**src/rtl/period_meter_pkg.sv**
```systemverilog
// Shared types and default sizing for the period meter.
package period_meter_pkg;

  localparam int CNT_W_DEF       = 28;
  localparam int SYNC_STAGES_DEF = 2;
  localparam int DGL_CYC_DEF     = 4;

  typedef enum logic [1:0] {
    IDLE,
    MEASURE,
    TMO
  } state_e;

endpackage

```
**src/rtl/period_meter_sig_sync.sv**
```systemverilog
// Synchronizer, optional deglitch filter (PERIOD_METER_DEGLITCH_EN) and rise detector.
// rise_o lags sig_i by SYNC_STAGES+1 cycles (+DGL_CYC with the filter); no backpressure.
module sig_sync
  import period_meter_pkg::*;
#(
  parameter int SYNC_STAGES = SYNC_STAGES_DEF,
  parameter int DGL_CYC     = DGL_CYC_DEF
) (
  input  logic sys_clk,
  input  logic sys_rst,
  input  logic sig_i,
  output logic level_o,
  output logic rise_o
);

  logic [SYNC_STAGES-1:0] sync_q;
  logic                   sync_lvl;
  logic                   filt;
  logic                   lvl_q;
  logic                   rise_q;

  always_ff @(posedge sys_clk) begin
    if (sys_rst) begin
      sync_q <= '0;
    end else begin
      sync_q <= {sync_q[SYNC_STAGES-2:0], sig_i};
    end
  end

  assign sync_lvl = sync_q[SYNC_STAGES-1];

`ifdef PERIOD_METER_DEGLITCH_EN
  localparam int DW = $clog2(DGL_CYC + 1);

  logic [DW-1:0] dgl_q;
  logic          filt_q;

  // Counter runs only while the input disagrees with the filtered level;
  // any return to agreement restarts the qualification window.
  always_ff @(posedge sys_clk) begin
    if (sys_rst) begin
      dgl_q  <= '0;
      filt_q <= 1'b0;
    end else if (sync_lvl == filt_q) begin
      dgl_q <= '0;
    end else if (dgl_q == DW'(DGL_CYC - 1)) begin
      dgl_q  <= '0;
      filt_q <= sync_lvl;
    end else begin
      dgl_q <= dgl_q + 1'b1;
    end
  end

  assign filt = filt_q;
`else
  assign filt = sync_lvl;
`endif

  always_ff @(posedge sys_clk) begin
    if (sys_rst) begin
      lvl_q  <= 1'b0;
      rise_q <= 1'b0;
    end else begin
      lvl_q  <= filt;
      rise_q <= filt & ~lvl_q;
    end
  end

  assign level_o = lvl_q;
  assign rise_o  = rise_q;

endmodule

```
**src/rtl/period_meter.sv**
```systemverilog
// Measures period and high time of an async square wave in sys_clk cycles; results one cycle after a rise.
// Optional deglitch via PERIOD_METER_DEGLITCH_EN; no backpressure, valid_o is a single-cycle pulse.
module period_meter
  import period_meter_pkg::*;
#(
  parameter int CNT_W       = CNT_W_DEF,
  parameter int SYNC_STAGES = SYNC_STAGES_DEF,
  parameter int DGL_CYC     = DGL_CYC_DEF
) (
  input  logic             sys_clk,
  input  logic             sys_rst,
  input  logic             sig_i,
  output logic [CNT_W-1:0] period_o,
  output logic [CNT_W-1:0] high_o,
  output logic             valid_o,
  output logic             timeout_o
);

  logic level;
  logic rise;

  state_e           state_q, state_d;
  logic [CNT_W-1:0] cnt_q, cnt_d;
  logic [CNT_W-1:0] hcnt_q, hcnt_d;
  logic [CNT_W-1:0] period_q, period_d;
  logic [CNT_W-1:0] high_q, high_d;
  logic             valid_q, valid_d;
  logic             tmo_q, tmo_d;

  sig_sync #(
    .SYNC_STAGES(SYNC_STAGES),
    .DGL_CYC    (DGL_CYC)
  ) u_sig_sync (
    .sys_clk(sys_clk),
    .sys_rst(sys_rst),
    .sig_i  (sig_i),
    .level_o(level),
    .rise_o (rise)
  );

  always_comb begin
    state_d  = state_q;
    cnt_d    = cnt_q;
    hcnt_d   = hcnt_q;
    period_d = period_q;
    high_d   = high_q;
    valid_d  = 1'b0;
    tmo_d    = tmo_q;
    case (state_q)
      IDLE, TMO: begin
        if (rise) begin
          state_d = MEASURE;
          cnt_d   = CNT_W'(1);
          hcnt_d  = CNT_W'(1);
        end
      end
      MEASURE: begin
        // A rise wins over an expiring counter: the all-ones count is a valid period.
        if (rise) begin
          period_d = cnt_q;
          high_d   = hcnt_q;
          valid_d  = 1'b1;
          tmo_d    = 1'b0;
          cnt_d    = CNT_W'(1);
          hcnt_d   = CNT_W'(1);
        end else if (cnt_q == '1) begin
          state_d = TMO;
          tmo_d   = 1'b1;
        end else begin
          cnt_d = cnt_q + 1'b1;
          if (level && hcnt_q != '1) begin
            hcnt_d = hcnt_q + 1'b1;
          end
        end
      end
      default: state_d = IDLE;
    endcase
  end

  always_ff @(posedge sys_clk) begin
    if (sys_rst) begin
      state_q  <= IDLE;
      cnt_q    <= '0;
      hcnt_q   <= '0;
      period_q <= '0;
      high_q   <= '0;
      valid_q  <= 1'b0;
      tmo_q    <= 1'b0;
    end else begin
      state_q  <= state_d;
      cnt_q    <= cnt_d;
      hcnt_q   <= hcnt_d;
      period_q <= period_d;
      high_q   <= high_d;
      valid_q  <= valid_d;
      tmo_q    <= tmo_d;
    end
  end

  assign period_o  = period_q;
  assign high_o    = high_q;
  assign valid_o   = valid_q;
  assign timeout_o = tmo_q;

endmodule

```
**config.mk**
```make
export PLATFORM = sky130hd
export DESIGN_NAME = period_meter
export DESIGN_NICKNAME = d
export VERILOG_FILES = /design/src/rtl/period_meter_pkg.sv /design/src/rtl/period_meter_sig_sync.sv /design/src/rtl/period_meter.sv
export SDC_FILE = /design/constraint.sdc
export NUM_CORES = 1
export LEC_CHECK = 0
export CAP_MARGIN = 20
export CORE_MARGIN = 1.5
export CORE_UTILIZATION = 48
export DETAILED_ROUTE_END_ITERATION = 16
export PLACE_DENSITY_LB_ADDON = 0.3
export SLEW_MARGIN = 30
export SYNTH_ARGS = -nofsm -noshare
export SYNTH_HDL_FRONTEND = slang
export SYNTH_SLANG_ARGS = --single-unit
```
**constraint.sdc**
```tcl
create_clock -name sys_clk -period 2.95 [get_ports sys_clk]
set_input_delay 0.7375 -clock sys_clk [delete_from_list [all_inputs] [get_ports sys_clk]]
set_output_delay 0.7375 -clock sys_clk [all_outputs]
set_load 0.005 [all_outputs]
```
### Word-level counts from Yosys, hierarchy flattened

Cells that the tools add are included.
W data, S select, Z words.

* register bits: 120
* input port bits: 3
* word-level logic and storage cells: 50

* add/subtract/negate cells: 2
* equal/unequal tests: 9
* mux-type cells: 15
* bitwise logic cells: 3
* reduce and logical (&&, ||, !) cells: 11

Operators with widths (number)
* $mux W28: 6
* $pmux W28 S2: 2
* $add A28 B1 Y28 const B: 2
* $eq A28 B28 Y1 const B: 1
* $ne A28 B28 Y1 const B: 1
* $mux W2: 3
* $ne A3 B2 Y1 const B: 2
* $reduce_and A3 Y1: 2
* $ne A2 B2 Y1 const B: 2
* $pmux W2 S2: 1
* $reduce_and A2 Y1: 2
* $reduce_and A4 Y1: 1
* $reduce_bool A2 Y1: 2
* $reduce_or A2 Y1: 2
* $mux W1: 3
* $eq A2 B1 Y1 const B: 1
* $eq A2 B2 Y1 const B: 1
* $logic_not A2 Y1: 1
* $ne A2 B1 Y1 const B: 1
* $not A1 Y1: 2
* $and A1 B1 Y1: 1
* $logic_and A1 B1 Y1: 1

### Depth between registers and ports, before layout

* depth after elaboration: 6
* mapped depth: 10
* depth with buffers taken out: 7

### Hierarchy

A second synthesis with hierarchy kept.

* cell total of the unflattened synthesis: 691
* area, all modules: 5444.0 sq um

Modules (own cells, without submodules)
* period_meter: instances 1, cells an instance 683, area each 5332.6 sq um, sequential area each 2322.2 sq um
* sig_sync: instances 1, cells an instance 8, area each 111.4 sq um, sequential area each 80.1 sq um

### Worst setup path after synthesis

OpenSTA, ideal clock, no wires.

* kind: reg2reg
* start point: register hcnt_q[0]
* end point: register hcnt_q[1]
* library setup time: 0.117 ns
* arrival time: 2.001 ns
* required time: 2.833 ns
* slack: 0.831 ns
* cell stages (with the launch flop): 8
* buffers on the path: 2
* period minus slack after synthesis: 2.119 ns
* cell sequence: dfxtp_1 > ha_1 > nand2_1 > nor4_4 > a31oi_4 > buf_6 > buf_8 > a32o_1

* word-level cells in the longest chain between the ends: 5

Ends and longest elaborated chain
* from (decl): line period_meter.sv:24 `logic [CNT_W-1:0] hcnt_q, hcnt_d;`
* from (signal assigned): line period_meter.sv:92 `hcnt_q <= hcnt_d;`
* $add A28 B1 Y28: line period_meter.sv:72 `hcnt_d = hcnt_q + 1'b1;`
* $mux W28: line period_meter.sv:71 `if (level && hcnt_q != '1) begin`
* $mux W28: line period_meter.sv:66 `end else if (cnt_q == '1) begin`
* $mux W28: line period_meter.sv:59 `if (rise) begin`
* $pmux W28 S2: line period_meter.sv:49 `case (state_q)`

Parallel ways exist; a longest one is shown, timed or not. The select of a mux whose other input is x is not followed.
A chain may end at the register's enable or synchronous reset.

### Final worst setup path

* start point: register cnt_q[0]
* end point: register cnt_q[15]

* word-level cells in the longest chain between the ends: 4

Ends and longest elaborated chain
* from (decl): line period_meter.sv:23 `logic [CNT_W-1:0] cnt_q, cnt_d;`
* from (signal assigned): line period_meter.sv:91 `cnt_q <= cnt_d;`
* $add A28 B1 Y28: line period_meter.sv:70 `cnt_d = cnt_q + 1'b1;`
* $mux W28: line period_meter.sv:66
* $mux W28: line period_meter.sv:59
* $pmux W28 S2: line period_meter.sv:49

Parallel ways exist; a longest one is shown, timed or not. The select of a mux whose other input is x is not followed.

==> metrics.md <==
| Metric | Value |
|---|---|
| Antenna violations before repair | 0 |
| Final instance area | around 6400 um2 |
| Simple logic cell fraction of the synthesized area | 0.195 |
| Via count of the first global-routing pass | 4,144 |
| RSZ-0062 raised after global routing | no |
| Least setup slack across all paths after layout | between 0.4 and 0.5 ns |
| Chain of cells forming the critical path | ha_1, nand3_1, o41a_4, nor2_4, buf_4, o21ai_0, o31ai_1 |
| Synth Net Count | 539 |
| Remaining design rule violation count | 0 |
| Total I/O pin count | between 60 and 70 |
| Total leakage power | around 0.0023 uW |
| DP Worst Slack | 0.163 ns |
| CP endpoint kind | flop |
| Post-CTS setup buffers | 0 |
| Complex-gate fraction of the synthesized area | 0.282 |
| Share of post-route cells with drive strength above 1 | 0.116 |
| Sequential share of the synthesized area | 0.474 |
| N_diodes | 0 |
| Placed cell count | 705 |
| Share of flip-flops with an asynchronous set or reset after synthesis | 0 |
| H-tree depth reported by CTS | 4 |
| Core area | between 10,000 and 15,000 um2 |
| Post-Layout Cell Count | roughly 740 |
| Largest voltage drop on the vdd net | 328 uV |
| Power per Cell Area | 603 nW/um2 |
| # rows | 37 |
| Data required, critical path | 3.37 ns |
| Count of input and output buffers | 60 |
| Chip width | 106 um |
| Dpl cell area | 5750 um2 |
| Adder and majority cell fraction of the synthesized area | 0.00494 |
| Clock sink count | 120 |
| Final clock skew | 0.00607 ns |
| Post-CTS Hold Fix Bufs | 0 |
| Final period util | 0.846 |
| Clock slew at reported path FFs | 0.06 ns |
| Iteration-0 DRC Markers | 175 |
| Total standard cell area after synthesis | ~5000 um2 |
| Worst-case hold slack | 0.465 ns |
| Post-synthesis cell type count | 63 |
| Number of enable-type register cells in the synthesized netlist | 0 |
| Final-layout setup total negative slack | 0 ns |
| Synthesized netlist cell count | 534 |
| Final count of hold timing violations | 0 |
| Most common library cells after synthesis | dfxtp_1, a22o_1, o21ai_0, nand2_1, nor2_1 |
| Area added between synthesis and finish | 25.6% |
| Class of the tightest hold or removal check | reg -> reg |
| Type of the worst setup path | reg -> reg |
| Final weighted congestion in routability-driven placement | between 0.8 and 0.9 |
| Max frequency | approximately 0.4 GHz |
| Commonest register cell after synthesis | dfxtp_1 |
| Library cell used as clock root buffer | clkbuf_8 |
| XOR/XNOR Fraction of Synth Area | 0 |
| Mux cell area share after synthesis | 0.00198 |
| Data arrival time of the critical path | 2.91 ns |
| Leading cell type by number of instances after synthesis | dfxtp_1 |
| Number of iterations in the first detailed-routing pass | 7 |
| Wire length of the first global-routing pass | roughly 20,000 um |
| Final number of setup-violating endpoints | 0 |
| Max Slew Vio Count | 0 |
| Transition at the pin with the smallest max-transition slack | about 0.94 ns |
| Clock buffer depth | 2 |
| TritonCTS clock tree | done |
| Max-Cap Viols | 0 |
| Cell with the largest stage delay on the worst path | o41a_4 |
| Clock latency on the worst-skew pair | 0.52 ns |
| Detail Route Antenna Nets | 0 |
| Area share of the leading cell type in the synthesized netlist | 0.474 |
| Critical Path Start Type | flop |
| DR vias/cell | roughly 6.0 |
| Maximum net fanout on the critical path | 28 |
| Vias after detailed routing | 4,451 |
| Pin count of the biggest net entering global routing | 58 |
| Average wire per cell in the routed design | between 15 and 20 um |
| Number of synthesized register bits | 120 |
| Delay contributed by the slowest stage of the critical path | 0.64 ns |
| Clock buffer count from CTS | 17 |
| Residual overflow from global routing | 0 |
| Synthesized area per cell | approximately 9.5 um2 |
| Shortest period the worst path allows | 2.50 ns |
| Warnings from Yosys | 0 |
| Main area contributors after synthesis | dfxtp_1, a22o_1, o21ai_0 |
| Die extent in y | 106 um |
| Die area | 11,200 um2 |
| Library cell with the largest summed area after synthesis | dfxtp_1 |
| Total of cells resized after clock tree synthesis | 0 |
| Worst-case headroom to the max-slew limit | 0.375 |
| Global-route total usage across every layer | 0.224 |
| Main combinational cell family by area after synthesis | compound AO/OA/AOI/OAI gates |
| Initial core utilization | 0.493 |
| Sum of routed wire length over all layers | between 10,000 and 15,000 um |
| Total half-perimeter wirelength after legalization and detailed placement | 7650 um |
| Run status | completed |
| Final-stage net count | 593 |
[through the flow]
| stage | total power (uW) | util |
|---|---|---|
| after floorplan | 1730 | - |
| after global placement | 1750 | 0.559 |
| after detailed placement | 1750 | 0.559 |
| after CTS | 3850 | 0.618 |
| after global routing | 3950 | 0.619 |
| final | 3840 | 0.619 |
[layout by cell type, fill, tap and decap left out, drive strengths merged, types with 2 or more instances in the layout]
master         netlist  final
inv                  7      7
nor4                 6      6
and2                 5      5
clkdlybuf4s50        0     60
clkbuf              18     20
and3                16     16
and4                 9      9
nand2               33     33
o21ai               60     60
or3                  8      8
nor2b                5      5
o31ai               13     13
clkinv               0      5
nand2b               3      3
a211o                4      4
buf                 18     11
a311oi               7      7
a22o                57     57
dfxtp              120    120
nand3               22     22
clkinvlp             0      3
nor2                30     30
ha                   2      2
a31oi               20     20
nand4               19     19
nor3                 8      8
a21oi               28     28
bufinv               0      4
[layout make-up]
type | instances | area [um2]
sequential | 120 | 2400
clock buffer | 20 | 435
clock inverter | 12 | 175
inverter | 7 | 26.3
fill | 877 | 3920
timing repair buffer | 71 | 683
tap | 136 | 170
multi-input combinational | 371 | 2470
[critical path, delay by kind of cell (launching register included)]
family,cells,cell delay (ns)
AOI/OAI and AO/OA,3,0.90
DFF,1,0.45
and+or+nand+nor,2,0.45
buffers and inverters,1,0.30
adders and majority gates,1,0.27
[kinds of logic (layout without fill, tap and decap cells)]
family,count (synthesis),after routing
buffers and inverters,43,110
flip-flops,120,120
AND/OR/NAND/NOR,170,170
multiplexers,1,1
adder cells (fa/ha/maj),2,2
AO/OA/AOI/OAI,198,198
[report_power, final]
part           internal, uW  switching, uW  total, uW
logic                  24.7           63.8       88.6
registers              1630           5.60       1630
clock network          1390            726       2120
total                  3040            795       3840
[registers in the layout (all words and copies together), names as in the netlist]
name / cells
period_o: 28
u_sig_sync.rise_o: 1
cnt_q: 28
valid_o: 1
u_sig_sync.level_o: 1
u_sig_sync.sync_q: 2
state_q: 2
high_o: 28
hcnt_q: 28
timeout_o: 1
[worst paths after layout]
| kind | startpoint | endpoint | slack (ns) | cells past startpoint |
|---|---|---|---|---|
| worst max-delay path | cnt_q[0] | cnt_q[15] | 0.45 | 7 |
| worst min-delay path | u_sig_sync.sync_q[0] | u_sig_sync.sync_q[1] | 0.46 | 1 |
| worst max register to register | cnt_q[0] | cnt_q[15] | 0.45 | 7 |
| worst min register to register | u_sig_sync.sync_q[0] | u_sig_sync.sync_q[1] | 0.46 | 1 |
[routing by layer]
| layer | vias up | wire length, um | GRT usage | share of wire |
|---|---|---|---|---|
| met1 | 2127 | 5760 | 0.305 | 0.47 |
| li1 | 2161 | - | - | - |
| met5 | - | 0 | 0 | 0 |
| met2 | 142 | 5480 | 0.342 | 0.45 |
| met3 | 21 | 740 | 0.0544 | 0.061 |
| met4 | 0 | 213 | 0.0888 | 0.017 |
Power figures use the tool's default switching activity.
